**config.mk**
```make
export PLATFORM = sky130hd
export DESIGN_NAME = keen_instruction_fetch
export DESIGN_NICKNAME = d
export VERILOG_FILES = /design/src/rtl/keen_pkg.sv /design/src/rtl/keen_fifo.sv /design/src/rtl/keen_instruction_fetch.sv
export SDC_FILE = /design/constraint.sdc
export NUM_CORES = 1
export LEC_CHECK = 0
export ABC_AREA = 1
export ABC_CLOCK_PERIOD_IN_PS = 4000
export BUFFER_PORTS_ARGS = -buffer_cell sky130_fd_sc_hd__buf_2
export CAP_MARGIN = 10
export CORE_MARGIN = 8
export CORE_UTILIZATION = 52
export CTS_BUF_LIST = sky130_fd_sc_hd__clkbuf_4 sky130_fd_sc_hd__clkbuf_8
export DETAILED_ROUTE_END_ITERATION = 10
export MAX_ROUTING_LAYER = met4
export PLACE_DENSITY = 0.76
export SETUP_SLACK_MARGIN = 0.05
export SLEW_MARGIN = 20
export SYNTH_ARGS = -nofsm -noshare
export SYNTH_HDL_FRONTEND = slang
export SYNTH_HIERARCHICAL = 1
export SYNTH_SLANG_ARGS = --single-unit
```
**constraint.sdc**
```tcl
create_clock -name clk -period 4 [get_ports clk]
set_input_delay 0.2 -clock clk [delete_from_list [all_inputs] [get_ports clk]]
set_output_delay 0.2 -clock clk [all_outputs]
set_load 0.01 [all_outputs]
```
**src/rtl/keen_pkg.sv**
```systemverilog
// Shared constants and helpers for the keen instruction-fetch stage.
package keen_pkg;

   localparam int unsigned KEEN_FETCH_DEPTH = 2;

   function automatic int unsigned keen_ialign(input int unsigned ilen);
      return $clog2(ilen / 8);
   endfunction

   // Mask that clears the low ialign bits of an address.
   function automatic logic [63:0] keen_align_mask(input int unsigned ialign);
      return ~((64'd1 << ialign) - 64'd1);
   endfunction

endpackage

```
**src/rtl/keen_fifo.sv**
```systemverilog
// Power-of-two synchronous FIFO with synchronous clear and occupancy count.
module keen_fifo #(
   parameter int unsigned WIDTH = 32,
   parameter int unsigned DEPTH = 2
) (
   input  logic                   clk,
   input  logic                   reset_n,
   input  logic                   clear,
   input  logic                   push,
   input  logic [WIDTH-1:0]       push_data,
   input  logic                   pop,
   output logic [WIDTH-1:0]       head,
   output logic [$clog2(DEPTH):0] count
);

   localparam int unsigned PW = $clog2(DEPTH);
   localparam int unsigned CW = PW + 1;
   localparam logic [CW-1:0] Full = CW'(DEPTH);

   logic [WIDTH-1:0] mem [DEPTH];
   logic [PW-1:0]    wr_ptr_q, rd_ptr_q;
   logic [CW-1:0]    count_q, count_d;
   logic             do_push, do_pop;

   assign do_pop  = pop && (count_q != '0);
   assign do_push = push && ((count_q != Full) || do_pop);

   always_comb begin
      count_d = count_q;
      unique case ({do_push, do_pop})
         2'b10:   count_d = count_q + 1'b1;
         2'b01:   count_d = count_q - 1'b1;
         default: count_d = count_q;
      endcase
   end

   always_ff @(posedge clk or negedge reset_n) begin
      if (!reset_n) begin
         wr_ptr_q <= '0;
         rd_ptr_q <= '0;
         count_q  <= '0;
      end else if (clear) begin
         wr_ptr_q <= '0;
         rd_ptr_q <= '0;
         count_q  <= '0;
      end else begin
         if (do_push) wr_ptr_q <= wr_ptr_q + 1'b1;
         if (do_pop)  rd_ptr_q <= rd_ptr_q + 1'b1;
         count_q <= count_d;
      end
   end

   always_ff @(posedge clk) begin
      if (do_push && !clear) mem[wr_ptr_q] <= push_data;
   end

   assign head  = mem[rd_ptr_q];
   assign count = count_q;

endmodule

```
**src/rtl/keen_instruction_fetch.sv**
```systemverilog
// Instruction fetch: issues in-order imem requests with slot credits, buffers responses for
// decode, and drops in-flight responses after a flush.
module keen_instruction_fetch
   import keen_pkg::*;
#(
   parameter int unsigned XLEN   = 32,
   parameter int unsigned ILEN   = 32,
   parameter int unsigned IALIGN = keen_ialign(ILEN),
   parameter int unsigned DEPTH  = KEEN_FETCH_DEPTH
) (
   input  logic            clk,
   input  logic            reset_n,
   input  logic            flush,
   input  logic [XLEN-1:0] fetch_pc,
   input  logic            fetch_pc_valid,
   output logic            fetch_pc_ready,
   output logic            imem_req_valid,
   input  logic            imem_req_ready,
   output logic [XLEN-1:0] imem_req_addr,
   input  logic            imem_resp_valid,
   input  logic [ILEN-1:0] imem_resp_data,
   output logic            inst_valid,
   input  logic            inst_ready,
   output logic [ILEN-1:0] inst,
   output logic [XLEN-1:0] inst_pc
);

   localparam int unsigned CW = $clog2(DEPTH) + 1;
   localparam logic [XLEN-1:0] AlignMask = XLEN'(keen_align_mask(IALIGN));
   localparam logic [CW:0] DepthW = (CW + 1)'(DEPTH);

   logic [CW-1:0]        outstanding, buf_count, drop_q, drop_d;
   logic [XLEN-1:0]      req_addr, resp_addr;
   logic [XLEN+ILEN-1:0] buf_head;
   logic                 credit, accept, buf_push, buf_pop;

   // Each accepted request reserves a buffer slot, so a response always has room.
   assign credit = ({1'b0, outstanding} + {1'b0, buf_count}) < DepthW;

   assign req_addr       = fetch_pc & AlignMask;
   assign imem_req_valid = reset_n && fetch_pc_valid && credit && !flush;
   assign fetch_pc_ready = reset_n && imem_req_ready && credit && !flush;
   assign imem_req_addr  = reset_n ? req_addr : '0;
   assign accept         = fetch_pc_valid && fetch_pc_ready;

   assign buf_push   = imem_resp_valid && (drop_q == '0) && !flush;
   assign inst_valid = buf_count != '0;
   assign buf_pop    = inst_valid && inst_ready && !flush;
   assign inst_pc    = inst_valid ? buf_head[XLEN+ILEN-1:ILEN] : '0;
   assign inst       = inst_valid ? buf_head[ILEN-1:0] : '0;

   always_comb begin
      drop_d = drop_q;
      if (flush) begin
         // Everything still in flight after this cycle's response belongs to the old stream.
         drop_d = (imem_resp_valid && (outstanding != '0)) ? outstanding - 1'b1 : outstanding;
      end else if (imem_resp_valid && (drop_q != '0)) begin
         drop_d = drop_q - 1'b1;
      end
   end

   always_ff @(posedge clk or negedge reset_n) begin
      if (!reset_n) drop_q <= '0;
      else          drop_q <= drop_d;
   end

   // Address queue occupancy is the outstanding-request count.
   keen_fifo #(
      .WIDTH (XLEN),
      .DEPTH (DEPTH)
   ) u_addr_queue (
      .clk       (clk),
      .reset_n   (reset_n),
      .clear     (1'b0),
      .push      (accept),
      .push_data (req_addr),
      .pop       (imem_resp_valid),
      .head      (resp_addr),
      .count     (outstanding)
   );

   keen_fifo #(
      .WIDTH (XLEN + ILEN),
      .DEPTH (DEPTH)
   ) u_inst_buffer (
      .clk       (clk),
      .reset_n   (reset_n),
      .clear     (flush),
      .push      (buf_push),
      .push_data ({resp_addr, imem_resp_data}),
      .pop       (buf_pop),
      .head      (buf_head),
      .count     (buf_count)
   );

endmodule

```
* Word level (Yosys, flattened, before mapping)
Memory sizes are Yosys's and may differ from the RTL's.
Index checks and enable logic that the tools add are counted.
** Storage, ports and cells
- ROM bits :: 0
- Logic and storage cells :: 72
- Latch bits :: 0
- RAM bits :: 188
- Register bits after elaboration :: 10
- Memories kept :: 2
** Operators by class
- Shift operators :: 0
- $lt $le $gt $ge :: 1
- $add $sub $neg :: 10
- Mux-type cells :: 17
- Bitwise logic cells :: 0
- Equality and inequality tests :: 6
- Reductions and logical operators :: 29
- $mul :: 0
- Divide/modulo/power cells :: 0
** Memories
- u_inst_buffer.mem :: depth 2, width 64, read ports 1, clocked after Yosys merged registers in 0, wr ports 1, line keen_fifo.sv:20 : logic [WIDTH-1:0] mem [DEPTH];
- u_addr_queue.mem :: depth 2, width 30, read ports 1, clocked after Yosys merged registers in 0, wr ports 1, line keen_fifo.sv:20
** Operator list (number)
- 2-to-1 mux 32 bit :: 3
- logical AND 1 bit :: 17
- nonzero test 2 bit :: 7
- 2-to-1 mux 1 bit :: 8
- 2-to-1 mux 2 bit :: 4
- one-hot mux 2 bit (2 select lines) :: 2
- subtractor 2 x 1 -> 2 bit, second input constant :: 3
- adder 1 bit, second input constant :: 4
- adder 2 x 1 -> 2 bit, second input constant :: 2
- == test 2 x 1 -> 1 bit, second input constant :: 2
- == test 2 bit, second input constant :: 2
- inequality test 2 bit, second input constant :: 2
- adder 2 x 2 -> 3 bit :: 1
- < comparator 3 x 2 -> 1 bit, second input constant :: 1
- nonzero test 3 bit :: 1
- logical NOT 2 bit :: 1
- logical OR 1 bit :: 2
- logical NOT 1 bit :: 1

* Longest topological paths before layout
- Depth after elaboration :: 9
- Mapped depth :: 12

* Cells and area by module
The synthesis kept the hierarchy.
** Modules (own cells, without submodules)
- keen_fifo (u_inst_buffer) :: cells each 371, instances 1, area an instance 4908.5 µm²
- keen_fifo (u_addr_queue) :: cells each 204, instances 1, area an instance 2590.0 µm²
- keen_instruction_fetch :: cells each 246, instances 1, area an instance 1066.0 µm²

* Least setup slack after synthesis
No wires, ideal clock.
- Path type :: reg2reg
- Start :: reg u_inst_buffer.count_q[1] (netlist: u_inst_buffer/count[1])
- End :: mem u_inst_buffer/mem[0][0] (netlist name) (enable)
- Arrival :: 3883 ps
- Path buffers :: 1
- Path slack :: -369 ps
- Cell stages (with the launch flop) :: 8
- Period minus slack after synthesis :: 4369 ps
- Cells stage by stage :: dfrtp_1 > nor2_1 > buf_4 > nor2_1 > o21ai_2 > inv_2 > nand2_1 > nor2_1
** Between the ends
- Word-level cells in the longest chain between the ends :: 9
** Ends and longest elaborated chain
- from (decl) :: line keen_fifo.sv:22 : logic [CW-1:0] count_q, count_d;
- from (signal assigned) :: line keen_fifo.sv:49 : count_q <= count_d;
- nonzero test 2 bit :: line keen_instruction_fetch.sv:47 : assign inst_valid = buf_count != '0;
- logical AND 1 bit (2 in series) :: line keen_instruction_fetch.sv:48 : assign buf_pop = inst_valid && inst_ready && !flush;
- named net buf_pop :: line keen_instruction_fetch.sv:35 : logic credit, accept, buf_push, buf_pop;
- logical AND 1 bit :: line keen_fifo.sv:25 : assign do_pop = pop && (count_q != '0);
- logical OR 1 bit :: line keen_fifo.sv:26 : assign do_push = push && ((count_q != Full) || do_pop);
- logical AND 1 bit :: line keen_fifo.sv:26
- logical AND 1 bit :: line keen_fifo.sv:54 : if (do_push && !clear) mem[wr_ptr_q] <= push_data;
- 2-to-1 mux 1 bit :: line keen_fifo.sv:54
- 2-to-1 mux 1 bit (implied by the code) :: line keen_fifo.sv:54
- to (decl) :: line keen_fifo.sv:20
The timed path passes the listed nets, and every way through them passes these cells.

* Worst setup path after layout
- Start :: reg u_addr_queue.count_q[0] (netlist: u_addr_queue/count[0])
- End :: mem u_addr_queue/mem[0][31] (netlist name) (enable)
** Between the ends
- Word-level cells in the longest chain between the ends :: 8
** Ends and longest elaborated chain
- from (decl) :: line keen_fifo.sv:22
- from (signal assigned) :: line keen_fifo.sv:49
- adder 2 x 2 -> 3 bit :: line keen_instruction_fetch.sv:38 : assign credit = ({1'b0, outstanding} + {1'b0, buf_count}) < DepthW;
- < comparator 3 x 2 -> 1 bit :: line keen_instruction_fetch.sv:38
- logical AND 1 bit (2 in series) :: line keen_instruction_fetch.sv:42 : assign fetch_pc_ready = reset_n && imem_req_ready && credit && !flush;
- logical AND 1 bit :: line keen_instruction_fetch.sv:44 : assign accept = fetch_pc_valid && fetch_pc_ready;
- named net accept :: line keen_instruction_fetch.sv:35
- logical AND 1 bit :: line keen_fifo.sv:26
- 2-to-1 mux 1 bit :: line keen_fifo.sv:54
- 2-to-1 mux 1 bit (implied by the code) :: line keen_fifo.sv:54
- to (decl) :: line keen_fifo.sv:20
The timed path passes the listed nets, and every way through them passes these cells.

==> impl_results.md <==
* Via count at between 6000 and 7000
* Crit. End Element: flip-flop
* CTS HTree Levels at 1
* CP Max Fanout at 32
* First-pass GRT wire length at 29100 um
* Met1 Track Usage GR at 0.207
* Crit path required time at 4.18 ns
* Avg WL per Cell at 14.0 um
* Ratio of cells with drive above 1 in the final layout at 0.236
* Synthesized area per cell at between 10 and 15 um^2
* P&R area growth vs syn at 26.3%
* Clock Skew at around 0.015 ns
* Multi-input gate area at between 1500 and 2000 um^2
* Initial core utilization at 0.524
* Peak VDD IR at between 0.2 and 0.25 mV
* Die Width at 144 um
* Clk sink count at 202
* Setup TNS at 0 ns
* Post-synth top area share at 0.673
* Critical path's slowest cell: dfrtp_1
* Slew @ Worst Pin at approximately 0.75 ns
* Max clock buf depth at 3
* Max-Cap Viols at 0
* Status: complete, no violations
* Hold Vio Cnt, Final at 0
* Fin crit share at 0.730
* Number of iterations in the first detailed-routing pass at 4
* Final Hold Slack at 0.112 ns
* Min cycle time layout at between 2 and 3 ns
* Total GRT Usage at 0.181
* I/O pins at 170
* TritonCTS buffer count at 31
* Gpl congestion at 0.734
* Fill cell total of the finished layout at 1193
* Antenna diodes at 0
* Die height at 144 um
* Worst Setup SP: u_addr_queue/count[0]
* #FFs+latches synth at 202
* Most Crowded Layer GR: met2
* Critical path class: flip-flop to flip-flop
* CP cell instances: nand2_1 > inv_1 > fa_1 > or2_2 > nor3b_1 > o21ai_2 > inv_2 > nand2_2 > nor2_2 > buf_4
* Slew HR at 0.496
* DP HPWL at 11000 um
* Starting DRT DRC Count at about 290
* Worst setup SP type: flip-flop
* Cell area power density at about 470 nW/um^2
* DR DRC count at 0
* Buffers on Ports at 165
* R2R Path Start: u_addr_queue/count[0]
* Via density per instance at approximately 4.6
* Syn Inst Count at 821
* Seq/Total Area, Yosys at 0.702
* Post-synth cell types at 24
* Final Max Tran Viols at 0
* Root Buffer Master: clkbuf_8
* Area of the die at 20800 um^2
* CORE AREA at 16300 um^2
* P_leak at 5.14 nW
* Worst hold path class: primary input to flip-flop
* Clock slew at reported path FFs at 0.06 ns
* Largest net degree at the start of global routing at 66
* FP Rows at 47
* CTS tree: done
* Met2 Usage GRT at 0.319
* Fmax at between 300 and 400 MHz
* Min-delay src: imem_resp_valid
* Post-CTS Setup Repair Bufs at 0
* Final setup vio count at 0
* Unrepaired setup endpoints after global routing: false
* Delay of the slowest critical-path stage at 0.47 ns
* Drt total wl at 18300 um
* CP arrival at 3.10 ns
* Clock latency on the worst-skew pair at 0.54 ns
* Pwr Total at 5.08 mW
* GRT overflow at 0
* Synth area leader: edfxtp_1
* Synth area leaders: edfxtp_1 67%, nand2_1 15%, inv_1 4.8%, nor2_1 3.2%, dfrtp_1 2.9%
* Routed Antenna Nets at 0
* Vias in the first global route at approximately 6200
* Initial antenna violation count at 0
* Met3 usage at 0.0277
* Fin util at 0.662
* Nets at 1139
* Synth warnings at 6
* Register area at 6020 um^2
* Syn Std Cell Area at 8560 um^2
[cells in the final DEF (no fill, tap or decap), types with 2 or more instances in the layout]
cell and n:
nand4_1 2, buf_12 2, nor2_4 3, o21ai_1 2, buf_2 165, o21ai_2 2, clkinv_2 4, inv_1 109
ha_1 2, conb_1 7, clkbuf_8 31, dlygate4sd3_1 64, nand2_2 7, nand3_1 18, dfrtp_1 9, a21oi_1 2
nor2_1 68, clkinvlp_4 2, inv_2 9, inv_6 2, clkinv_1 4, nand3_2 4, clkbuf_4 12, buf_4 7
o22ai_2 2, nand2_1 348, nor2_2 2, edfxtp_1 192
[area by class of cell]
class                      count  area share
clock buffer                  43      0.0478
clock inverter                10     0.00463
inverter                     120      0.0426
multi-input combinational    472       0.179
sequential                   202       0.556
tap                          220      0.0254
timing repair buffer         238       0.144
[metrics by stage]
stage | area (um^2) | cells | setup slack [ns]
after floorplan | 8590 | 827 | 0.332
after global placement | 9610 | 1188 | 1.10
after detailed placement | 9610 | 1188 | 1.05
after CTS | 10800 | 1305 | 1.05
after global routing | 10800 | 1305 | 0.837
final | 10800 | 1305 | 1.08
[cell families after synthesis]
kind of cell / share of synthesized area
buf+inv: 0.0767
compound gates: 0.00730
other cells: 0.000438
fa+ha+maj: 0.00526
simple gates: 0.208
flops: 0.702
[path summary, 6_finish.rpt]
path	end	slack (ns)	cells after the start
setup reg to reg	u_addr_queue/mem[0][31]	1.08	10
setup / recovery	u_addr_queue/mem[0][31]	1.08	10
hold reg to reg	u_addr_queue/wr_ptr_q	0.52	1
min in group asynchronous	u_inst_buffer/rd_ptr_q	0.23	3
hold / removal	drop_q[0]	0.11	4
max in group asynchronous	u_inst_buffer/rd_ptr_q	3.43	3
[per-layer routing]
layer | up-vias | wire (um)
li1 | 3060 | -
met1 | 2769 | 7730
met2 | 172 | 9170
met3 | 29 | 1030
met4 | 0 | 369
met5 | - | 0
[report_power, final]
part / internal [mW] / leakage [nW] / switching, mW
clock: 0.829 / 0.300 / 0.731
combinational: 0.365 / 2.98 / 0.683
sequential: 2.42 / 1.86 / 0.0446
[flip-flops by register name (all words and copies together) (netlist names), 2 cells and up]
name,cells
u_addr_queue/count,2
u_addr_queue/mem,64
drop_q,2
u_inst_buffer/count,2
u_inst_buffer/mem,128
[cell usage after synthesis]
master,count
nand2_1,348
edfxtp_1,192
inv_1,109
nor2_1,73
buf_2,25
nand3_1,18
dfrtp_1,10
inv_2,9
nand2_2,7
buf_6,4
nand3_2,4
buf_4,3
a21oi_1,2
ha_1,2
inv_6,2
nand4_1,2
o21ai_1,2
o21ai_2,2
o22ai_2,2
clkbuf_1,1
conb_1,1
fa_1,1
nor3b_1,1
or2_2,1
[critical path: cells and delay by family, from the launching register on]
family	cells	cell delay, ns
and+or+nand+nor	5	0.98
DFF	1	0.47
adders and majority gates	1	0.42
buffers and inverters	3	0.54
AOI/OAI and AO/OA	1	0.15
[timing repair]
action                                 CTS  global route
hold buffers                            64             0
endpoints found under the hold margin  137             0
resized for setup                        0             0
Note: power is estimated with default switching activity, not from simulation.
